## config.mk

```make
export PLATFORM = sky130hd
export DESIGN_NAME = amba_axi4_lite_adder_ctrl
export DESIGN_NICKNAME = d
export VERILOG_FILES = /design/src/rtl/amba_axi4_lite_types_pkg.sv /design/src/rtl/axi4_lite_wr_capture.sv /design/src/rtl/amba_axi4_lite_adder_ctrl.sv
export SDC_FILE = /design/constraint.sdc
export NUM_CORES = 1
export LEC_CHECK = 0
export CAP_MARGIN = 30
export CORE_MARGIN = 8
export CORE_UTILIZATION = 41
export DETAILED_ROUTE_END_ITERATION = 16
export PLACE_DENSITY_LB_ADDON = 0.08
export RECOVER_POWER = 50
export SLEW_MARGIN = 20
export SYNTH_ARGS = -nofsm -noshare
export SYNTH_HDL_FRONTEND = slang
export SYNTH_SLANG_ARGS = --single-unit
```

## constraint.sdc

```tcl
create_clock -name ACLK -period 1.58 [get_ports ACLK]
set_input_delay 0.474 -clock ACLK [delete_from_list [all_inputs] [get_ports ACLK]]
set_output_delay 0.474 -clock ACLK [all_outputs]
set_load 0.02 [all_outputs]
```

## src/rtl/amba_axi4_lite_types_pkg.sv

```systemverilog
// Shared AXI4-Lite types and adder-controller register map constants.
//
// Contents:
//   axi4_resp_el        - AXI response encoding (OKAY/EXOKAY/SLVERR/DECERR)
//   ADDER_REG_*         - register indices, decoded from ADDR[4:2]
//   STATUS_BIT_*        - bit positions inside the STATUS register
//   CTRL_BIT_*          - bit positions inside the CTRL register
//   adder_seq_state_e   - sequencer states driving the adder core
package amba_axi4_lite_types_pkg;

  typedef enum logic [1:0] {
    OKAY   = 2'b00,
    EXOKAY = 2'b01,
    SLVERR = 2'b10,
    DECERR = 2'b11
  } axi4_resp_el;

  localparam logic [2:0] ADDER_REG_OP_A   = 3'd0;
  localparam logic [2:0] ADDER_REG_OP_B   = 3'd1;
  localparam logic [2:0] ADDER_REG_CTRL   = 3'd2;
  localparam logic [2:0] ADDER_REG_STATUS = 3'd3;
  localparam logic [2:0] ADDER_REG_RESULT = 3'd4;

  localparam int STATUS_BIT_BUSY  = 0;
  localparam int STATUS_BIT_DONE  = 1;
  localparam int STATUS_BIT_CARRY = 2;

  localparam int CTRL_BIT_START = 0;
  localparam int CTRL_BIT_IE    = 1;

  typedef enum logic {
    C_IDLE = 1'b0,
    C_RUN  = 1'b1
  } adder_seq_state_e;

endpackage

```

## src/rtl/axi4_lite_wr_capture.sv

```systemverilog
// AXI4-Lite write-channel capture: holds AW and W independently until both
// have arrived, presents one write request to the register file for a single
// cycle, then returns the response on B and holds it until BREADY.
//
// Ports:
//   ACLK, ARSTn                 clock, asynchronous active-low reset
//   accept_en                   low for the first cycle after reset; blocks READY
//   AWVALID/AWREADY/AWADDR      write-address channel (ADDR[4:2] kept)
//   WVALID/WREADY/WDATA/WSTRB   write-data channel
//   BVALID/BREADY/BRESP         write-response channel
//   wr_fire                     one-cycle write request toward the register file
//   wr_idx/wr_data/wr_strb      captured register index, data and strobes
//   wr_resp                     response chosen by the register file for wr_fire
module axi4_lite_wr_capture
  import amba_axi4_lite_types_pkg::*;
#(
  parameter int SIZE_WORD = 32,
  parameter int SIZE_STRB = SIZE_WORD / 8,
  parameter int SIZE_ADDR = 32
) (
  input  logic                 ACLK,
  input  logic                 ARSTn,
  input  logic                 accept_en,
  input  logic                 AWVALID,
  output logic                 AWREADY,
  input  logic [SIZE_ADDR-1:0] AWADDR,
  input  logic                 WVALID,
  output logic                 WREADY,
  input  logic [SIZE_WORD-1:0] WDATA,
  input  logic [SIZE_STRB-1:0] WSTRB,
  output logic                 BVALID,
  input  logic                 BREADY,
  output logic [1:0]           BRESP,
  output logic                 wr_fire,
  output logic [2:0]           wr_idx,
  output logic [SIZE_WORD-1:0] wr_data,
  output logic [SIZE_STRB-1:0] wr_strb,
  input  logic [1:0]           wr_resp
);

  logic                 aw_held_q, aw_held_d;
  logic                 w_held_q, w_held_d;
  logic [2:0]           aw_idx_q, aw_idx_d;
  logic [SIZE_WORD-1:0] w_data_q, w_data_d;
  logic [SIZE_STRB-1:0] w_strb_q, w_strb_d;
  logic                 bvalid_q, bvalid_d;
  axi4_resp_el          bresp_q, bresp_d;

  // Only the register index is decoded; the rest of the address is don't-care.
  logic unused_awaddr;
  assign unused_awaddr = ^{AWADDR[SIZE_ADDR-1:5], AWADDR[1:0]};

  // A new address or data beat is refused while its slot is occupied or while
  // a response is still waiting on B, so at most one write is in flight.
  assign AWREADY = accept_en && !aw_held_q && !bvalid_q;
  assign WREADY  = accept_en && !w_held_q && !bvalid_q;
  assign BVALID  = bvalid_q;
  assign BRESP   = bresp_q;

  assign wr_fire = aw_held_q && w_held_q;
  assign wr_idx  = aw_idx_q;
  assign wr_data = w_data_q;
  assign wr_strb = w_strb_q;

  always_comb begin
    aw_held_d = aw_held_q;
    w_held_d  = w_held_q;
    aw_idx_d  = aw_idx_q;
    w_data_d  = w_data_q;
    w_strb_d  = w_strb_q;
    bvalid_d  = bvalid_q;
    bresp_d   = bresp_q;

    if (AWVALID && AWREADY) begin
      aw_held_d = 1'b1;
      aw_idx_d  = AWADDR[4:2];
    end
    if (WVALID && WREADY) begin
      w_held_d = 1'b1;
      w_data_d = WDATA;
      w_strb_d = WSTRB;
    end

    // Both halves present: the register file acts this cycle, B goes out next.
    if (wr_fire) begin
      aw_held_d = 1'b0;
      w_held_d  = 1'b0;
      bvalid_d  = 1'b1;
      bresp_d   = axi4_resp_el'(wr_resp);
    end else if (bvalid_q && BREADY) begin
      bvalid_d = 1'b0;
    end
  end

  always_ff @(posedge ACLK or negedge ARSTn) begin
    if (!ARSTn) begin
      aw_held_q <= 1'b0;
      w_held_q  <= 1'b0;
      aw_idx_q  <= '0;
      w_data_q  <= '0;
      w_strb_q  <= '0;
      bvalid_q  <= 1'b0;
      bresp_q   <= OKAY;
    end else begin
      aw_held_q <= aw_held_d;
      w_held_q  <= w_held_d;
      aw_idx_q  <= aw_idx_d;
      w_data_q  <= w_data_d;
      w_strb_q  <= w_strb_d;
      bvalid_q  <= bvalid_d;
      bresp_q   <= bresp_d;
    end
  end

endmodule

```

## src/rtl/amba_axi4_lite_adder_ctrl.sv

```systemverilog
// AXI4-Lite slave front-end for a multi-cycle adder core. Holds the operand,
// control, status and result registers, answers reads, and sequences the core
// with a single-cycle start pulse, capturing sum and carry on completion.
//
// Build option: ADDER_CTRL_IRQ_EN adds the irq output, the CTRL.IE bit and a
// write-1-to-clear of STATUS.done.
//
// Ports:
//   ACLK, ARSTn                       clock, asynchronous active-low reset
//   AW*/W*/B*                         AXI4-Lite write channels
//   AR*/R*                            AXI4-Lite read channels
//   add_start                         one-cycle start pulse to the core
//   add_a, add_b                      operands (stable while busy)
//   add_done, add_sum, add_carry      completion pulse and result from the core
//   irq                               (ADDER_CTRL_IRQ_EN only) done && IE, registered
module amba_axi4_lite_adder_ctrl
  import amba_axi4_lite_types_pkg::*;
#(
  parameter int SIZE_WORD = 32,
  parameter int SIZE_STRB = SIZE_WORD / 8,
  parameter int SIZE_ADDR = 32
) (
  input  logic                 ACLK,
  input  logic                 ARSTn,
  input  logic                 AWVALID,
  output logic                 AWREADY,
  input  logic [SIZE_ADDR-1:0] AWADDR,
  input  logic [2:0]           AWPROT,
  input  logic                 WVALID,
  output logic                 WREADY,
  input  logic [SIZE_WORD-1:0] WDATA,
  input  logic [SIZE_STRB-1:0] WSTRB,
  output logic                 BVALID,
  input  logic                 BREADY,
  output logic [1:0]           BRESP,
  input  logic                 ARVALID,
  output logic                 ARREADY,
  input  logic [SIZE_ADDR-1:0] ARADDR,
  input  logic [2:0]           ARPROT,
  output logic                 RVALID,
  input  logic                 RREADY,
  output logic [SIZE_WORD-1:0] RDATA,
  output logic [1:0]           RRESP,
  output logic                 add_start,
  output logic [SIZE_WORD-1:0] add_a,
  output logic [SIZE_WORD-1:0] add_b,
  input  logic                 add_done,
  input  logic [SIZE_WORD-1:0] add_sum,
  input  logic                 add_carry
`ifdef ADDER_CTRL_IRQ_EN
  ,
  output logic                 irq
`endif
);

  logic                 wr_fire;
  logic [2:0]           wr_idx;
  logic [SIZE_WORD-1:0] wr_data;
  logic [SIZE_STRB-1:0] wr_strb;
  axi4_resp_el          wr_resp;

  logic                 ready_en_q, ready_en_d;
  adder_seq_state_e     state_q, state_d;
  logic                 add_start_q, add_start_d;
  logic [SIZE_WORD-1:0] op_a_q, op_a_d;
  logic [SIZE_WORD-1:0] op_b_q, op_b_d;
  logic [SIZE_WORD-1:0] result_q, result_d;
  logic                 done_q, done_d;
  logic                 carry_q, carry_d;
  logic                 rvalid_q, rvalid_d;
  logic [SIZE_WORD-1:0] rdata_q, rdata_d;
  axi4_resp_el          rresp_q, rresp_d;
`ifdef ADDER_CTRL_IRQ_EN
  logic                 ie_q, ie_d;
  logic                 irq_q, irq_d;
`endif

  logic                 busy;
  logic                 start_req;
  logic [SIZE_WORD-1:0] rd_word;
  axi4_resp_el          rd_resp;

  logic unused_bits;
  assign unused_bits = ^{AWPROT, ARPROT, ARADDR[SIZE_ADDR-1:5], ARADDR[1:0]};

  axi4_lite_wr_capture #(
    .SIZE_WORD(SIZE_WORD),
    .SIZE_STRB(SIZE_STRB),
    .SIZE_ADDR(SIZE_ADDR)
  ) u_wr_capture (
    .ACLK     (ACLK),
    .ARSTn    (ARSTn),
    .accept_en(ready_en_q),
    .AWVALID  (AWVALID),
    .AWREADY  (AWREADY),
    .AWADDR   (AWADDR),
    .WVALID   (WVALID),
    .WREADY   (WREADY),
    .WDATA    (WDATA),
    .WSTRB    (WSTRB),
    .BVALID   (BVALID),
    .BREADY   (BREADY),
    .BRESP    (BRESP),
    .wr_fire  (wr_fire),
    .wr_idx   (wr_idx),
    .wr_data  (wr_data),
    .wr_strb  (wr_strb),
    .wr_resp  (wr_resp)
  );

  assign busy      = (state_q == C_RUN);
  assign start_req = wr_strb[CTRL_BIT_START] && wr_data[CTRL_BIT_START];

  // READY outputs stay low during reset and for the first cycle after it.
  assign ARREADY   = ready_en_q && !rvalid_q;
  assign RVALID    = rvalid_q;
  assign RDATA     = rdata_q;
  assign RRESP     = rresp_q;
  assign add_start = add_start_q;
  assign add_a     = op_a_q;
  assign add_b     = op_b_q;
`ifdef ADDER_CTRL_IRQ_EN
  assign irq       = irq_q;
`endif

  // Read decode works on the current register contents, so a read accepted
  // in the same cycle as a write returns the pre-write value.
  always_comb begin
    rd_word = '0;
    rd_resp = OKAY;
    case (ARADDR[4:2])
      ADDER_REG_OP_A:   rd_word = op_a_q;
      ADDER_REG_OP_B:   rd_word = op_b_q;
      ADDER_REG_CTRL: begin
`ifdef ADDER_CTRL_IRQ_EN
        rd_word[CTRL_BIT_IE] = ie_q;
`endif
      end
      ADDER_REG_STATUS: begin
        rd_word[STATUS_BIT_BUSY]  = busy;
        rd_word[STATUS_BIT_DONE]  = done_q;
        rd_word[STATUS_BIT_CARRY] = carry_q;
      end
      ADDER_REG_RESULT: rd_word = result_q;
      default:          rd_resp = SLVERR;
    endcase
  end

  always_comb begin
    rvalid_d = rvalid_q;
    rdata_d  = rdata_q;
    rresp_d  = rresp_q;
    if (ARVALID && ARREADY) begin
      rvalid_d = 1'b1;
      rdata_d  = rd_word;
      rresp_d  = rd_resp;
    end else if (rvalid_q && RREADY) begin
      rvalid_d = 1'b0;
    end
  end

  // Register writes and the sequencer. Rejected writes leave every register
  // untouched; operand writes are refused while busy so add_a/add_b stay put.
  always_comb begin
    ready_en_d  = 1'b1;
    state_d     = state_q;
    add_start_d = 1'b0;
    op_a_d      = op_a_q;
    op_b_d      = op_b_q;
    result_d    = result_q;
    done_d      = done_q;
    carry_d     = carry_q;
    wr_resp     = OKAY;
`ifdef ADDER_CTRL_IRQ_EN
    ie_d        = ie_q;
    irq_d       = done_q && ie_q;
`endif

    if (wr_fire) begin
      case (wr_idx)
        ADDER_REG_OP_A: begin
          if (busy) begin
            wr_resp = SLVERR;
          end else begin
            for (int i = 0; i < SIZE_STRB; i++) begin
              if (wr_strb[i]) op_a_d[i*8 +: 8] = wr_data[i*8 +: 8];
            end
          end
        end
        ADDER_REG_OP_B: begin
          if (busy) begin
            wr_resp = SLVERR;
          end else begin
            for (int i = 0; i < SIZE_STRB; i++) begin
              if (wr_strb[i]) op_b_d[i*8 +: 8] = wr_data[i*8 +: 8];
            end
          end
        end
        ADDER_REG_CTRL: begin
          if (start_req && busy) begin
            wr_resp = SLVERR;
          end else begin
            if (start_req) begin
              state_d     = C_RUN;
              add_start_d = 1'b1;
              done_d      = 1'b0;
            end
`ifdef ADDER_CTRL_IRQ_EN
            if (wr_strb[0]) ie_d = wr_data[CTRL_BIT_IE];
`endif
          end
        end
        ADDER_REG_STATUS: begin
`ifdef ADDER_CTRL_IRQ_EN
          if (wr_strb[0] && wr_data[STATUS_BIT_DONE]) done_d = 1'b0;
`else
          wr_resp = SLVERR;
`endif
        end
        default: wr_resp = SLVERR;
      endcase
    end

    // Completion is only honoured while running; a stray add_done is dropped.
    if (state_q == C_RUN && add_done) begin
      result_d = add_sum;
      carry_d  = add_carry;
      done_d   = 1'b1;
      state_d  = C_IDLE;
    end
  end

  always_ff @(posedge ACLK or negedge ARSTn) begin
    if (!ARSTn) begin
      ready_en_q  <= 1'b0;
      state_q     <= C_IDLE;
      add_start_q <= 1'b0;
      op_a_q      <= '0;
      op_b_q      <= '0;
      result_q    <= '0;
      done_q      <= 1'b0;
      carry_q     <= 1'b0;
      rvalid_q    <= 1'b0;
      rdata_q     <= '0;
      rresp_q     <= OKAY;
`ifdef ADDER_CTRL_IRQ_EN
      ie_q        <= 1'b0;
      irq_q       <= 1'b0;
`endif
    end else begin
      ready_en_q  <= ready_en_d;
      state_q     <= state_d;
      add_start_q <= add_start_d;
      op_a_q      <= op_a_d;
      op_b_q      <= op_b_d;
      result_q    <= result_d;
      done_q      <= done_d;
      carry_q     <= carry_d;
      rvalid_q    <= rvalid_d;
      rdata_q     <= rdata_d;
      rresp_q     <= rresp_d;
`ifdef ADDER_CTRL_IRQ_EN
      ie_q        <= ie_d;
      irq_q       <= irq_d;
`endif
    end
  end

endmodule

```

Yosys cells after proc, flatten, opt, wreduce, memory -nomap -nowiden
Cells that the tools add are included.
W data, S select, Z words.

word-level totals
  bits of input ports = 147
  output and inout bits = 106
  word-level logic and storage cells = 98
  register bits = 180

cells by class
  reduce and logical (&&, ||, !) cells = 38
  muxes and demuxes = 28
  equality and inequality tests = 7
  bitwise logic cells = 1

operator list
  cell                  count
  $pmux W29 S3          1
  $reduce_and A4 Y1     9
  $mux W1               22
  $logic_and A1 B1 Y1   14
  $reduce_bool A2 Y1    7
  $pmux W3 S4           1
  $eq A3 B2 Y1 const B  3
  $eq A3 B1 Y1 const B  2
  $logic_not A3 Y1      2
  $mux W2               3
  $reduce_or A5 Y1      1
  $logic_not A1 Y1      4
  $pmux W2 S2           1
  $eq A3 B3 Y1 const B  1
  $ne A2 B1 Y1 const B  1
  $reduce_or A2 Y1      1
  $not A1 Y1            1

Longest topological paths before layout
Gate-level depths: netlist (run 1).

  depth after elaboration = 6
  depth in mapped cells = 6
  depth with buffers taken out = 3

Modules after synthesis
Synthesis (run 1) repeated with hierarchy kept, for this count alone.

unflattened totals
  cells, all modules = 499
  area total of the unflattened synthesis = 7452.1 um2

modules (own cells, without submodules)
  module                     sequential area each (um2)  cells each  area each (um2)  times used
  amba_axi4_lite_adder_ctrl  3378.2                      398         5769.3           1
  axi4_lite_wr_capture       1101.1                      101         1682.9           1

Worst setup path after synthesis (run 1)
OpenSTA, ideal clock, no wires.

  kind = register -> register
  start = reg u_wr_capture.bvalid_q, in the netlist u_wr_capture.BVALID
  end = reg u_wr_capture.w_data_q[10], in the netlist u_wr_capture.wr_data[10]
  period minus slack after synthesis = 2.019 ns
  data required time = 1.455 ns
  path slack = -0.439 ns
  buffers on the path = 2
  library setup time = 0.125 ns
  data arrival time = 1.894 ns
  cell stages (with the launch flop) = 6
  path through = dfrtp_1 > nor3b_1 > and2_1 > buf_4 > buf_6 > mux2_2

between the ends
  longest elaborated chain between the ends = 3

ends and longest elaborated chain
  item                      line                             source
  start: declaration        axi4_lite_wr_capture.sv:46       logic bvalid_q, bvalid_d;
  start signal: assignment  axi4_lite_wr_capture.sv:110      bvalid_q <= bvalid_d;
  $logic_not A1 Y1          axi4_lite_wr_capture.sv:56       assign WREADY = accept_en && !w_held_q && !bvalid_q;
  $logic_and A1 B1 Y1       axi4_lite_wr_capture.sv:56
  via WREADY                amba_axi4_lite_adder_ctrl.sv:30  output logic WREADY,
  $logic_and A1 B1 Y1       axi4_lite_wr_capture.sv:78       if (WVALID && WREADY) begin
  end signal: assignment    axi4_lite_wr_capture.sv:108      w_data_q <= w_data_d;
  end: declaration          axi4_lite_wr_capture.sv:44       logic [SIZE_WORD-1:0] w_data_q, w_data_d;

The timed path passes the listed nets, and every way through them passes these cells.
A chain may end at the register's enable or synchronous reset.

Worst setup path after layout (run 1)
  start = reg state_q, in the netlist busy
  end = reg op_a_q[22], in the netlist add_a[22]

between the ends
  longest elaborated chain between the ends = 2

ends and longest elaborated chain
  item                                line                              source
  start: declaration                  amba_axi4_lite_adder_ctrl.sv:63   adder_seq_state_e state_q, state_d;
  start signal: assignment            amba_axi4_lite_adder_ctrl.sv:252  state_q <= state_d;
  $not A1 Y1 (no source line)         --
  $reduce_and A4 Y1 (no source line)  --
  end signal: assignment              amba_axi4_lite_adder_ctrl.sv:254  op_a_q <= op_a_d;
  end: declaration                    amba_axi4_lite_adder_ctrl.sv:65   logic [SIZE_WORD-1:0] op_a_q, op_a_d;

Every way passes these cells.

==> impl_metrics.tcl, run 1 <==
set metrics [dict create \
    cp_cell_sequence "and4bb_2 -> and4b_2 -> buf_12 -> mux2_4" \
    slowest_delay_ns 0.40 \
    wl_um 20800 \
    grt_pass1_vias 5535 \
    core_um2 17800 \
    drt_iter0_drc 213 \
    status "finished with violations" \
    clock_sinks 178 \
    grt_max_degree 49 \
    antenna_left 0 \
    utilization_pct 57.9 \
    peakVddDrop_mv 0.799 \
    wl_met2_um 10300 \
    crit_buf_inv 1 \
    htreeDepth 4 \
    rsz0062_at_grt "yes" \
    grt_pass1_wl_um 31800 \
    critPathCaptureType "register" \
    crit_path_start_kind "register" \
    synth_area_leaders "dfrtp_1 (60%), mux2_2 (19%), mux2i_1 (4.4%), a22o_1 (3.4%), o2bb2ai_1 (3.4%)" \
    num-nets-final 871 \
    ctsRootBufferMaster "clkbuf_16" \
    setup_tns_ns -2.79 \
    synth-seq-cells 178 \
    place_hpwl_um 14700 \
    antenna_found_initial 1 \
    grt-ovfl-total 0 \
    portBuffers 186 \
    topRoutingLayerUsed "met4" \
    clock.fmax_mhz 586 \
    netlist_area_um2 7420 \
    via_count 5059 \
    violations "negative setup slack" \
    fin_skew_ns 0.00913 \
    slew_viol_final 0 \
    min_period_ns 1.71 \
    dp_slack_ns -0.398 \
    r2r_slack_ns -0.13 \
    p_total_mw 16.9 \
    fin_ws_ns -0.126 \
    fp.dieW_um 151 \
    area_growth_pct 39.0 \
    clk_pin_slew_ns 0.07 \
    cts_buffer_depth 2 \
    synthDistinctLibCells 37 \
    synth_edf_count 0 \
    wire_per_inst_um 21.5 \
    critPathSlowestCell "dfrtp_1" \
    p_leak_nw 4.98 \
    maxSlewHeadroom_pct 44.1 \
    start_util_pct 41.6 \
    vias_per_cell 5.23 \
    cp.arrival_ns 2.01 \
    hold_viol 0 \
    yosysWarnings 0 \
    place_congestion 0.754 \
    ioPinCount 253 \
    die_area_um2 22700 \
    clk_latency_ns 0.42 \
    worst-setup-path-type "reg -> reg" \
    synthDominantAreaCellType "dfrtp_1" \
    synthFlopType "dfrtp_1" \
    setup_viol 63 \
    drc 0 \
    detailedRoute.firstPassIterationCount 4 \
    crit_family "simple AND/OR/NAND/NOR gates" \
    postSynthCellCount 499 \
    crit_fanout 8 \
    grt_use_total_pct 18.3 \
    hold_path.class "reg -> reg" \
    worstPathRequired_ns 1.88 \
    yosysSeqAreaShare_pct 60.0 \
    drv_cap 0 \
    syn_avg_cell_area_um2 14.9 \
    cts_tree "built" \
    worst_pin_slew_ns 0.838 \
    fp-row-count 49 \
    drive_above_1_share_pct 46.4 \
    p_per_area_nw_per_um2 1630 \
    numCtsBuffers 17 \
    wl_met3_um 1160 \
    post-route-period-util_pct 108 \
    wl_met1_um 9140 \
    die_h_um 151 \
    yosys.area.top_type_share_pct 60.0 \
    synthArstFlopShare_pct 100 \
    whs_ns 0.488 \
]
[power by group]
part           total [mW]  leakage (nW)  switching [mW]  internal [mW]
clock network        4.09         0.270            1.81           2.28
registers            7.51          2.34            1.28           6.23
logic                5.25          2.37            2.51           2.74
[routing by layer]
| layer | vias to the layer above | track usage (%) |
|---|---|---|
| li1 | 2292 | - |
| met1 | 2632 | 23.8 |
| met2 | 123 | 29.8 |
| met3 | 12 | 4.51 |
| met4 | 0 | 5.20 |
| met5 | - | 0 |
[what timing repair did]
item	CTS	global route
hold endpoints to repair	24	0
resized for setup	380	55
pin swaps	1	3
setup endpoints to repair	169	159
buffers inserted	2	2
hold buffers	1	0
cloned	0	4
[sequential cells by signal, indices dropped and copies added (netlist names)]
signal and flops:
u_wr_capture.wr_data 32, u_wr_capture.BRESP 1, carry_q 1, ready_en_q 1, add_start 1, busy 1, add_a 32, u_wr_capture.wr_strb 4
u_wr_capture.aw_held_q 1, result_q 32, RVALID 1, u_wr_capture.wr_idx 3, u_wr_capture.BVALID 1, RRESP 1, done_q 1, RDATA 32
add_b 32, u_wr_capture.w_held_q 1
[worst paths after layout]
path                       startpoint            to  cells after the start
min reg2reg                  RRESP[1]      RRESP[1]                      2
min                          RRESP[1]      RRESP[1]                      2
max reg2reg                      busy     add_a[22]                      4
max in group asynchronous       ARSTn     add_a[10]                      3
min in group asynchronous       ARSTn  result_q[21]                      2
max                              busy     add_a[22]                      4
[worst register-to-register path, delay by kind of cell (launching register included)]
kind | cells | cell delay (ns)
buffers and inverters | 1 | 0.16
and+or+nand+nor | 2 | 0.73
muxes | 1 | 0.31
DFF | 1 | 0.40
[cell usage in the layout (no fill, tap or decap), types with 8 or more instances in the layout]
cell type / synthesis / routed
mux2_2: 125 / 125
clkdlybuf4s15_2: 0 / 15
clkbuf_16: 0 / 20
buf_12: 0 / 16
clkdlybuf4s50_1: 0 / 79
o2bb2ai_1: 29 / 29
mux2i_1: 33 / 33
a22o_1: 29 / 29
buf_2: 17 / 84
mux2_4: 8 / 8
dfrtp_1: 178 / 176
buf_6: 5 / 13
buf_4: 3 / 25
[metrics by stage]
step | instance area (µm²) | cells
6_report | 10300 | 968
5_1_grt | 10300 | 967
4_1_cts | 10400 | 961
3_5_place_dp | 9950 | 926
3_3_place_gp | 9950 | 926
2_1_floorplan | 7440 | 500
[synth_stat cells, types with 5 or more instances]
master     instances
a22o_1            29
and3_1             6
buf_2             17
buf_6              5
clkbuf_1           9
dfrtp_1          178
inv_1              5
mux2_2           125
mux2_4             8
mux2i_1           33
nand2_1            7
o21ai_0            6
o2bb2ai_1         29
[cells by family after synthesis]
group,count (synthesis),synth area share [%]
buffers and inverters,40,2.97
AND/OR/NAND/NOR,32,2.82
other,2,0.101
flip-flops,178,60.0
AO/OA/AOI/OAI,79,8.78
multiplexers,168,25.3
[layout make-up]
type / count / area [µm²]
multi-input cells: 282 / 2830
fillers: 1465 / 7520
clock inverters: 12 / 121
inverters: 5 / 18.8
clock buffers: 20 / 457
repair buffers: 240 / 2150
flip-flops and latches: 178 / 4460
well taps: 229 / 287
diodes: 2 / 5.00
(Power assumes the default switching activity.)
==> run 2: changes to the inputs <==
- CAP_MARGIN: 30 -> 20
==> results of run 2 <==
The final DEF is identical to that of run 1; final timing and power are the same.
==> patch (flow settings as in run 2) <==
Add a define of `ADDER_CTRL_IRQ_EN`.
--- a/src/rtl/amba_axi4_lite_adder_ctrl.sv
+++ b/src/rtl/amba_axi4_lite_adder_ctrl.sv
@@ -14,4 +14,6 @@
 //   add_done, add_sum, add_carry      completion pulse and result from the core
 //   irq                               (ADDER_CTRL_IRQ_EN only) done && IE, registered
+`define ADDER_CTRL_IRQ_EN
+
 module amba_axi4_lite_adder_ctrl
   import amba_axi4_lite_types_pkg::*;
Formal check against the unedited RTL (old outputs only; new: irq): not equivalent (a bounded check fails within 4 cycles, from zero or initial values and one cycle with ARSTn low).
==> patch against run 2 <==
- the run still ends with setup timing left
- sequential share of layout area shrank 1.2 points
- worst setup slack gained 0.0035 ns
- total power grew 2.2%
- maximum frequency grew 0.20%
- area after synthesis grew 0.10%
- critical path depth shrank 1
- clock power grew 5.4%
- routed wire length grew 4.1%
- design area grew 4.0%
- register-to-register slack gained 0.06 ns
- sequential cell count grew 2
- first-iteration DRC count grew 17%
- worst hold slack gained 0.014 ns
- highest routed layer unchanged
==> patch: results <==
hold_path:
  whs_endpoint: "RDATA[12]"
  min_path_cells: 1
outcome:
  violations: "setup timing"
  status: "finished with violations"
final_layout:
  fill_cells: 1452
  layout.nets: 930
timing:
  whs_ns: 0.502
  setup_viol: 71
  fin_setup_tns_ns: -2.72
  clock_skew_ns: 0.00889
  fin_ws_ns: -0.122
  tightestPinTransition_ns: 0.555
synth:
  synthCells: 534
  synth_compound_area_share_pct: 7.17
  muxShareOfSynthArea_pct: 25.6
  synthTopCellsByArea: "dfrtp_1 (61%), mux2_2 (21%), mux2i_1 (4.7%)"
placed_design:
  place.gp.congestion: 0.777
  place_area_um2: 10300
  dp_worst_setup_slack_ns: -0.276
  hpwl_um: 15300
  io_buffers: 187
pwr:
  pwr-share-comb_pct: 31.6
  p_clk_mw: 4.31
  p_sw_mw: 5.58
  ir_worst_vdd_mv: 0.797
worst_setup_path:
  reg2reg_from: "u_wr_capture.BVALID"
  endpoint: "WREADY"
  r2r-end: "u_wr_capture.wr_data[18]"
  arrival_ns: 1.23
  r2r_setup_slack_ns: -0.07
  crit_path_max_fanout: 2
  cpMaxStageDelayCell: "dfrtp_2"
grt:
  antenna_found_initial: 0
  grt_pass1_vias: 5871
route:
  drt-wirelength-per-cell_um: 21.1
patch: area by class of cell:
cell class | instances | area [um2] | share of cell area, %
sequential | 180 | 4510 | 42.0
multi-input combinational | 324 | 3080 | 28.7
timing repair buffer | 257 | 2250 | 20.9
clock buffer | 18 | 439 | 4.09
tap | 229 | 287 | 2.67
clock inverter | 14 | 166 | 1.55
inverter | 3 | 11.3 | 0.105
patch: layer usage:
metal	vias to the layer above	track usage [%]	part of all wire [%]
met4	0	5.69	1.1
met5	-	0	0
met2	142	32.2	48
met1	2705	25.0	45
met3	16	5.08	5.9
li1	2423	-	-
patch: repair_timing:
item,4_1_cts,5_1_grt
endpoints found under the hold margin,28,0
resized for setup,380,78
endpoints found under the setup margin,184,155
buffers inserted,7,4
gates cloned,2,0
pin swaps,2,1
hold buffers,1,0
patch: critical path: cells and delay by family (launching register included):
kind          cells  cell delay (ns)
simple gates      2             0.27
buf+inv           1             0.13
flops             1             0.40
